<file path="src/rtl/seg_display_arbiter.sv">
// Arbitrates the 4-digit seven-segment scanner among three requesters with fixed priority,
// a minimum on-screen hold window with strict-priority preemption, and a free-running scan tick.
module seg_display_arbiter #(
    parameter int unsigned HOLD_CYC = 50000,
    parameter int unsigned SCAN_DIV = 2000
) (
    input  logic        clk,
    input  logic        rst,
    input  logic [2:0]  req,
    input  logic [15:0] data0,
    input  logic [15:0] data1,
    input  logic [15:0] data2,
    output logic [2:0]  grant,
    output logic [1:0]  owner,
    output logic [15:0] disp_val,
    output logic        disp_load,
    output logic        hold_busy,
    output logic        scan_tick,
    output logic        blank
);

    localparam int unsigned HW = (HOLD_CYC > 2) ? $clog2(HOLD_CYC) : 1;
    localparam int unsigned SW = (SCAN_DIV > 2) ? $clog2(SCAN_DIV) : 1;

    typedef enum logic [1:0] {
        IDLE = 2'd0,
        LOAD = 2'd1,
        HOLD = 2'd2
    } state_t;

    state_t        state, state_n;
    logic [HW-1:0] hold_cnt, hold_cnt_n;
    logic [SW-1:0] scan_cnt;

    logic [2:0]    grant_n;
    logic [1:0]    owner_n;
    logic [15:0]   disp_val_n;
    logic          disp_load_n;
    logic          blank_n;

    logic [1:0]    winner;
    logic [15:0]   winner_data;

    // Fixed priority: lowest index wins.
    always_comb begin
        if (req[0])      winner = 2'd0;
        else if (req[1]) winner = 2'd1;
        else             winner = 2'd2;
    end

    always_comb begin
        case (winner)
            2'd0:    winner_data = data0;
            2'd1:    winner_data = data1;
            default: winner_data = data2;
        endcase
    end

    always_comb begin
        state_n     = state;
        hold_cnt_n  = hold_cnt;
        grant_n     = '0;
        disp_load_n = 1'b0;
        disp_val_n  = disp_val;
        owner_n     = owner;
        blank_n     = blank;

        case (state)
            IDLE: begin
                if (|req) begin
                    state_n     = LOAD;
                    grant_n     = 3'b001 << winner;
                    disp_load_n = 1'b1;
                    disp_val_n  = winner_data;
                    owner_n     = winner;
                    blank_n     = 1'b0;
                end
            end
            LOAD: begin
                state_n    = HOLD;
                hold_cnt_n = HW'(HOLD_CYC - 1);
            end
            HOLD: begin
                // Only a strictly higher-priority request may cut the window short.
                if (|req && (winner < owner)) begin
                    state_n     = LOAD;
                    grant_n     = 3'b001 << winner;
                    disp_load_n = 1'b1;
                    disp_val_n  = winner_data;
                    owner_n     = winner;
                    blank_n     = 1'b0;
                end else if (hold_cnt == '0) begin
                    state_n = IDLE;
                end else begin
                    hold_cnt_n = hold_cnt - 1'b1;
                end
            end
            default: begin
                state_n = IDLE;
            end
        endcase
    end

    always_ff @(posedge clk) begin
        if (rst) begin
            state     <= IDLE;
            hold_cnt  <= '0;
            grant     <= '0;
            disp_load <= 1'b0;
            disp_val  <= '0;
            owner     <= 2'd3;
            blank     <= 1'b1;
            hold_busy <= 1'b0;
        end else begin
            state     <= state_n;
            hold_cnt  <= hold_cnt_n;
            grant     <= grant_n;
            disp_load <= disp_load_n;
            disp_val  <= disp_val_n;
            owner     <= owner_n;
            blank     <= blank_n;
            hold_busy <= (state_n == HOLD);
        end
    end

    always_ff @(posedge clk) begin
        if (rst) begin
            scan_cnt <= '0;
        end else if (scan_cnt == SW'(SCAN_DIV - 1)) begin
            scan_cnt <= '0;
        end else begin
            scan_cnt <= scan_cnt + 1'b1;
        end
    end

    assign scan_tick = (scan_cnt == SW'(SCAN_DIV - 1));

endmodule
</file>
<file path="config.mk">
export PLATFORM = sky130hd
export DESIGN_NAME = seg_display_arbiter
export DESIGN_NICKNAME = d
export VERILOG_FILES = /design/src/rtl/seg_display_arbiter.sv
export SDC_FILE = /design/constraint.sdc
export NUM_CORES = 1
export LEC_CHECK = 0
export CORE_MARGIN = 3
export CORE_UTILIZATION = 45
export DETAILED_ROUTE_END_ITERATION = 8
export PLACE_DENSITY = 0.77
export SYNTH_ARGS = -nofsm -noshare
export SYNTH_HDL_FRONTEND = slang
export SYNTH_SLANG_ARGS = --single-unit
export TNS_END_PERCENT = 5
</file>
<file path="constraint.sdc">
create_clock -name clk -period 2.8 [get_ports clk]
set_input_delay 0.56 -clock clk [delete_from_list [all_inputs] [get_ports clk]]
set_output_delay 0.56 -clock clk [all_outputs]
set_load 0.01 [all_outputs]
</file>
Word-level counts from Yosys, hierarchy flattened
Index checks and enable logic that the tools add are counted.
{"block": "classes", "n_addsub": 2, "n_lt_le_gt_ge": 1, "eq_ne": 9, "shift": 1, "mux": 25, "reduce_logical": 10}
{"op": "16-bit case mux with 2 select lines", "n": 3}
{"op": "16-bit 2-to-1 mux", "n": 4}
{"op": "16-bit logical NOT", "n": 1}
{"op": "16-bit by 1-bit subtractor with 16-bit output, second input constant", "n": 1}
{"op": "2-bit 2-to-1 mux", "n": 7}
{"op": "11-bit by 1-bit adder with 11-bit output, second input constant", "n": 1}
{"op": "11-bit equality test, second input constant", "n": 1}
{"op": "2-bit inequality test, second input constant", "n": 4}
{"op": "3-bit 2-to-1 mux", "n": 2}
{"op": "2-bit case mux with 3 select lines", "n": 1}
{"op": "3-bit case mux with 2 select lines", "n": 1}
{"op": "3-bit AND reduction", "n": 2}
{"op": "2-bit by 1-bit equality test with 1-bit output, second input constant", "n": 2}
{"op": "2-bit equality test, second input constant", "n": 2}
{"op": "2-bit logical NOT", "n": 2}
{"op": "1-bit 2-to-1 mux", "n": 4}
{"op": "1-bit case mux with 2 select lines", "n": 2}
{"op": "2-bit case mux with 2 select lines", "n": 1}
{"op": "2-bit nonzero test", "n": 2}
{"op": "3-bit OR reduction", "n": 1}
{"op": "1-bit by 2-bit << shifter with 3-bit output, first input constant", "n": 1}
{"op": "2-bit less-than comparator", "n": 1}
{"op": "2-bit OR reduction", "n": 1}
{"op": "1-bit logical AND", "n": 1}
{"block": "word_totals", "reg_bits": 53, "in_bits": 53, "out_inout_bits": 25, "elab_cells": 57}

Logic depth before layout (Yosys ltp)
Gate-level depths: netlist of the first run.
{"block": "logic_depth", "ltp_word": 7, "mapped_depth": 8, "mapped_depth_nobuf": 7}

Least setup slack after synthesis of the first run
Ideal clock, no wire load.
{"block": "synth_timing", "kind": "input to register", "startpoint": "input req[0]", "endpoint": "register hold_cnt[14]", "setup_time_ps": 74, "arrival_time_ps": 2142, "required_time_ps": 2726, "path_slack_ps": 584, "stages": 6, "n_path_buf": 1, "path_cell_list": "buf_2 a21o_1 a311oi_4 nand3_2 or4_1 a31oi_1"}
{"block": "synth_between", "elab_chain_cells": 5, "word_cells_on_any_way": 6, "cone_classes": "1 x order compare; 1 x eq/ne; 1 x mux; 3 x reduce/logical"}
{"element": "from (decl)", "line": "9", "source": "input logic [2:0] req,"}
{"element": "2-bit 2-to-1 mux", "line": "46", "source": "if (req[0]) winner = 2'd0;"}
{"element": "2-bit less-than comparator", "line": "85", "source": "if (|req && (winner < owner)) begin"}
{"element": "1-bit logical AND *", "line": "85"}
{"element": "2-bit inequality test (no source line) *"}
{"element": "3-bit AND reduction (no source line) *"}
{"element": "to (signal assigned)", "line": "116", "source": "hold_cnt <= hold_cnt_n;"}
{"element": "to (decl)", "line": "32", "source": "logic [HW-1:0] hold_cnt, hold_cnt_n;"}
Mark *: on every way between the ends. The rest lies on a longest branch, timed or not.
A chain may end at the register's enable or synchronous reset.

Final worst setup path of the first run
{"block": "layout_timing", "startpoint": "register scan_cnt[0]", "endpoint": "output scan_tick"}
{"block": "layout_between", "elab_chain_cells": 1}
{"element": "from (decl)", "line": "33", "source": "logic [SW-1:0] scan_cnt;"}
{"element": "from (signal assigned)", "line": "132", "source": "scan_cnt <= scan_cnt + 1'b1;"}
{"element": "11-bit equality test", "line": "136", "source": "assign scan_tick = (scan_cnt == SW'(SCAN_DIV - 1));"}
{"element": "to (decl)", "line": "18", "source": "output logic scan_tick,"}
No other way between the ends.

==> impl_metrics.csv, run 1 <==
group,metric,value,unit
die,io_pins,78,
cells_and_area,regArea,1060,um2
die,initial_core_util,48.3,%
power,powerDensity,614,nW/um2
drt,firstDrtPassIters,4,
die,row_count,26,
worst_setup_path,required,2.24,ns
global_routing,grt_max_degree,39,
die,design.core.area,5300,um2
timing,hold_violations,0,
global_routing,grtUsageTotal,20.0,%
global_routing,grt_pass1_vias,2194,
timing,relSlewSlack,60.9,%
timing,max_freq,378,MHz
worst_setup_path,crit_arrival,2.08,ns
logic_synthesis,syn_area,2560,um2
worst_setup_path,slowest_delay,0.56,ns
power,combPwrFrac,35.3,%
logic_synthesis,synthTopCellsByArea,"dfxtp_1 41%, nand2_1 6.4%, mux2i_1 5.5%, a21oi_1 3.9%, nor2_1 3.5%",
worst_hold_path,hold_path.class,"flop to flop",
placement,dpl.hpwl,4660,um
global_routing,grt_first_pass_wirelength,10300,um
drt,vias,2376,
power,switching_share,35.1,%
worst_setup_path,crit_buf_inv,1,
global_routing,antenna_found_initial,0,
worst_setup_path,path_cells,"ha_1 -> and3_1 -> nand4_1 -> nor3b_2 -> clkdlybuf4s50_1",
power,seqPwrFrac,44.2,%
die,die_h,81.5,um
timing,setup_tns,0,ns
worst_setup_path,path_class,"flop to output port",
logic_synthesis,ys_types,45,
cells_and_area,fillers,448,
status,outcome,"finished, final reports clean",
cells_and_area,drive_gt1_share,7.18,%
cells_and_area,area_delta_synth_final,36.7,%
worst_setup_path,cpMaxStageDelayCell,"clkdlybuf4s50_1",
cells_and_area,nNetsFinal,430,
logic_synthesis,yosysSeqAreaShare,41.4,%
logic_synthesis,synthArstFlopShare,0,%
logic_synthesis,synth_cells,302,
clocking,postCtsHoldBufs,0,
logic_synthesis,netlist_top_cells_count,"53 x dfxtp_1, 44 x nand2_1, 24 x nor2_1, 20 x a21oi_1, 16 x o21ai_0",
logic_synthesis,synth.largest_area_cell,"dfxtp_1",
drt,wire_per_inst,14.0,um
logic_synthesis,synth_ff_type,"dfxtp_1",
cells_and_area,multi_input_area,1420,um2
placement,gp_congestion,0.856,
drt,drt.antenna.violating_nets,0,
clocking,clk_latency,0.31,ns
placement,placed_area,3410,um2
logic_synthesis,yosys_warnings,0,
logic_synthesis,ys_ff_latch,53,
clocking,cts_root_buf,"clkbuf_8",
cells_and_area,diodes,0,
timing,period_minus_slack,2.64,ns
timing,hold_ws,0.446,ns
logic_synthesis,synth_top_cell_area_share,41.4,%
worst_setup_path,cp_top_family,"simple AND/OR/NAND/NOR gates",
logic_synthesis,synth_fp_nets,357,
worst_setup_path,start_kind,"flop",
power,p_int,0.00140,W
power,p_sw,0.000756,W
die,chipWidth,81.5,um
power,power.share.clock,20.5,%
power,leakagePower,1.35,nW
clocking,clk_pin_slew,0.09,ns
logic_synthesis,yosysMostFrequentCell,"dfxtp_1",
timing,setup_viol,0,
timing,fin_crit_sh,94.4,%
clocking,numCtsBuffers,5,
timing,finalMaxSlewViolations,0,
clocking,cts_tree,"yes",
logic_synthesis,synth_edf_count,0,
worst_setup_path,worstSetupEndpointType,"output port",
clocking,max-clock-path-buffers,2,
global_routing,overflow,0,
placement,numPortBuffers,77,
worst_setup_path,crit_path_max_fanout,4,
clocking,ctsResizeCount,0,
drt,drcViolationCount,0,
power,ir_drop,0.400,mV
timing,worstMarginPinSlew,0.583,ns
timing,skew,0.00574,ns
job,cap_viol_max_count,0,
logic_synthesis,avgSynthCellArea,8.49,um2
cells_and_area,final_area,3510,um2
clocking,clock_sinks,53,
die,fp.dieArea,6640,um2
clocking,post_cts.repair.setup_buffers,0,
timing,rsz0062_at_grt,"no",
drt,routed_via_density,5.33,
drt,drtIter0Drc,112,
clocking,h-tree-depth,2,
drt,wl,6270,um
-- area by class of cell --
class | count | share of cell area, %
multi-input cells | 226 | 40.5
repair buffers | 85 | 23.7
well taps | 70 | 2.50
inverters | 4 | 0.428
clock buffers | 5 | 1.96
flip-flops and latches | 53 | 30.3
clock inverters | 3 | 0.642
-- placed cells by master, fill, tap and decap left out, drive strengths merged, types with 9 or more instances in the layout --
cell | netlist | final
clkdlybuf4s50 | 0 | 77
o21ai | 17 | 17
nand2 | 44 | 44
mux2i | 14 | 14
nand3 | 10 | 10
or4 | 9 | 9
dfxtp | 53 | 53
a21oi | 20 | 20
nor2 | 24 | 24
xor2 | 9 | 9
-- power by group through the flow --
stage | registers, W | logic [W] | clock network [W]
final | 0.000952 | 0.000760 | 0.000442
after floorplan | 0.000955 | 0.000493 | 0
after CTS | 0.000950 | 0.000762 | 0.000455
after global routing | 0.000966 | 0.000840 | 0.000493
after global placement | 0.000962 | 0.000746 | 0
after detailed placement | 0.000966 | 0.000757 | 0
-- path summary, 6_finish.rpt --
path	start	endpoint	slack, ns	cells past startpoint
worst max-delay path	scan_cnt[0]$_SDFF_PP0_	scan_tick	0.16	5
worst min-delay path	scan_cnt[0]$_SDFF_PP0_	scan_cnt[0]$_SDFF_PP0_	0.45	1
worst max register to register	hold_cnt[0]$_SDFFE_PP0P_	hold_cnt[15]$_SDFFE_PP0P_	0.40	7
worst min register to register	scan_cnt[0]$_SDFF_PP0_	scan_cnt[0]$_SDFF_PP0_	0.45	1
-- per-layer routing --
| layer | wire length [um] | vias to the layer above | global-route usage (%) |
|---|---|---|---|
| li1 | - | 1220 | - |
| met2 | 3150 | 39 | 33.7 |
| met4 | 75 | 0 | 5.74 |
| met1 | 2770 | 1109 | 24.5 |
| met5 | 0 | - | 0 |
| met3 | 265 | 8 | 6.47 |
-- worst register-to-register path, cell delays in order, from the launching register on --
cell,delay (ns)
dfxtp_1,0.33
inv_1,0.09
ha_1,0.17
or3b_1,0.45
or4_1,0.66
o21a_1,0.28
a311oi_2,0.24
nor3_1,0.07
-- sequential cells by signal (all words and copies together), names as in the netlist --
signal / count
disp_val: 16
hold_cnt: 16
scan_cnt: 11
disp_load: 1
owner: 2
grant: 3
blank: 1
state: 2
hold_busy: 1
-- logic make-up after synthesis --
logic type                 Yosys count  share of synthesized area, %
and+or+nand+nor                    125                          24.7
AOI/OAI and AO/OA                   70                          18.7
DFF                                 53                          41.4
buffers and inverters               23                          3.61
xor gates and xnor gates            15                          5.12
muxes                               14                          5.47
adders and majority gates            2                         0.976
-- per-stage QoR --
step / setup slack, ns / instances / util, % / total power [W]
4_1_cts: 0.0575 / 446 / 66.0 / 0.00217
6_report: 0.157 / 446 / 66.1 / 0.00215
3_3_place_gp: 0.253 / 438 / 64.3 / 0.00171
2_1_floorplan: 0.584 / 302 / - / 0.00145
3_5_place_dp: 0.191 / 438 / 64.3 / 0.00172
5_1_grt: 0.00536 / 446 / 66.1 / 0.00230
(Power assumes the default switching activity.)
==> inputs of run 2 (changes only) <==
==> constraint.sdc (replaced) <==
create_clock -name clk -period 2.8 [get_ports clk]
set_input_delay 0.56 -clock clk [delete_from_list [all_inputs] [get_ports clk]]
set_output_delay 0.56 -clock clk [all_outputs]
set_load 0.1 [all_outputs]
==> run 2 against run 1 <==
Net effect: cell area down 0.96%; largest cell class unchanged; setup slack better by 0.22 ns; utilization decreased by 0.64 points; clock-buffer cell count unchanged; sequential power about the same; critical endpoint is now hold_cnt[15]$_SDFFE_PP0P_; highest routed layer unchanged.
==> impl_metrics.csv, run 2 (same netlist as run 1, synthesis figures left out) <==
group,metric,value,unit
status,outcome,"finished, final reports clean",
drt,drtIter0Drc,92,
cells_and_area,drive_gt1_share,13.6,%
global_routing,overflow,0,
clocking,h-tree-depth,2,
drt,routed_via_density,5.40,
die,chipWidth,81.5,um
placement,dp.cells,437,
timing,relSlewSlack,65.3,%
worst_setup_path,crit_path_max_fanout,7,
drt,wire_per_inst,14.1,um
clocking,cts_tree,"yes",
cells_and_area,area_delta_synth_final,35.4,%
global_routing,antenna_found_initial,0,
drt,drcViolationCount,0,
drt,met2_length,3200,um
clocking,clk_pin_slew,0.11,ns
clocking,numCtsBuffers,5,
clocking,max-clock-path-buffers,2,
drt,topRoutingLayerUsed,"met4",
worst_setup_path,start_kind,"flop",
drt,firstDrtPassIters,4,
power,powerDensity,712,nW/um2
cells_and_area,most-common-layout-cells,"53 x dfxtp_1, 52 x clkdlybuf4s50_1, 44 x nand2_1, 31 x buf_4, 24 x nor2_1",
timing,finalMaxSlewViolations,0,
timing,max_freq,413,MHz
cells_and_area,nNetsFinal,429,
drt,wl,6290,um
global_routing,grt_max_degree,39,
timing,period_minus_slack,2.42,ns
cells_and_area,stdcell_count,445,
timing,hold_ws,0.455,ns
worst_hold_path,hold_path.class,"flop to flop",
worst_setup_path,crit_arrival,2.61,ns
job,cap_viol_max_count,0,
power,leakagePower,1.39,nW
drt,met1_length,2720,um
clocking,ctsResizeCount,0,
timing,skew,0.0139,ns
drt,vias,2402,
worst_setup_path,required,2.98,ns
cells_and_area,diodes,0,
timing,hold_violations,0,
placement,numPortBuffers,77,
die,row_count,26,
power,ir_drop,0.364,mV
drt,met3_length,313,um
timing,worstMarginPinSlew,0.516,ns
die,design.core.area,5300,um2
clocking,clk_latency,0.31,ns
global_routing,grt_pass1_vias,2126,
clocking,clock_sinks,53,
cells_and_area,mostFrequentLayoutCell,"dfxtp_1",
clocking,cts_root_buf,"clkbuf_8",
cells_and_area,utilization,65.5,%
die,initial_core_util,48.3,%
timing,rsz0062_at_grt,"no",
clocking,post_cts.repair.setup_buffers,0,
drt,drt.antenna.violating_nets,0,
placement,gp_congestion,0.818,
die,fp.dieArea,6640,um2
cells_and_area,largest_registers,"disp_val: 16 flops, hold_cnt: 16 flops, scan_cnt: 11 flops",
timing,setup_tns,0,ns
placement,dpl.hpwl,4610,um
die,die_h,81.5,um
worst_setup_path,worstSetupEndpointType,"flop",
timing,setup_viol,0,
timing,fin_crit_sh,86.5,%
worst_setup_path,path_class,"flop to flop",
cells_and_area,fillers,492,
global_routing,grtUsageTotal,19.9,%
clocking,postCtsHoldBufs,0,
global_routing,grt_first_pass_wirelength,10200,um
die,io_pins,78,
[run 2: cell count changes in the layout (fill, tap and decap cells not counted), sizes merged]
cell	delta
clkdlybuf4s50	-25
buf	+24
clkinv	-2
bufinv	+1
clkinvlp	+1
[run 2: power by group]
group | switching, W | total [W] | internal [W] | leakage, nW
logic | 0.000642 | 0.000990 | 0.000348 | 0.901
clock network | 0.000259 | 0.000527 | 0.000268 | 0.0543
registers | 0.000101 | 0.000954 | 0.000853 | 0.436
total | 0.00100 | 0.00247 | 0.00147 | 1.39
[run 2: worst paths after layout]
| check | start | end | slack (ns) | depth (start not counted) |
|---|---|---|---|---|
| setup reg to reg | hold_cnt[0]$_SDFFE_PP0P_ | hold_cnt[15]$_SDFFE_PP0P_ | 0.38 | 7 |
| hold / removal | scan_cnt[0]$_SDFF_PP0_ | scan_cnt[0]$_SDFF_PP0_ | 0.45 | 1 |
| hold reg to reg | scan_cnt[0]$_SDFF_PP0_ | scan_cnt[0]$_SDFF_PP0_ | 0.45 | 1 |
| setup / recovery | hold_cnt[0]$_SDFFE_PP0P_ | hold_cnt[15]$_SDFFE_PP0P_ | 0.38 | 7 |
[run 2: critical path, cell delays in order (launching register included)]
cell and delay [ns]:
dfxtp_1 0.34, inv_1 0.10, ha_1 0.17, or3b_1 0.45, or4_1 0.66, o21a_1 0.27
a311oi_2 0.24, nor3_1 0.07
[run 2: per-layer routing]
layer  track usage [%]  up-vias
li1                  -     1217
met1              24.6     1128
met2              33.9       50
met3              5.81        7
met4              5.41        0
met5                 0        -
[run 2: final cells by class]
class	count	area, um2	area share [%]
Multi-Input combinational cell	226	1420	40.9
Sequential cell	53	1060	30.6
Timing Repair Buffer	84	773	22.3
Tap cell	70	87.6	2.52
Clock buffer	5	68.8	1.98
Clock inverter	3	46.3	1.33
Inverter	4	15.0	0.432
[run 2: through the flow]
step           area (um2)  total power [W]  worst slack, ns
2_1_floorplan        2570          0.00170         0.000879
3_3_place_gp         3360          0.00194            0.179
3_5_place_dp         3360          0.00195            0.113
4_1_cts              3470          0.00248            0.380
5_1_grt              3470          0.00261            0.247
6_report             3470          0.00247            0.377
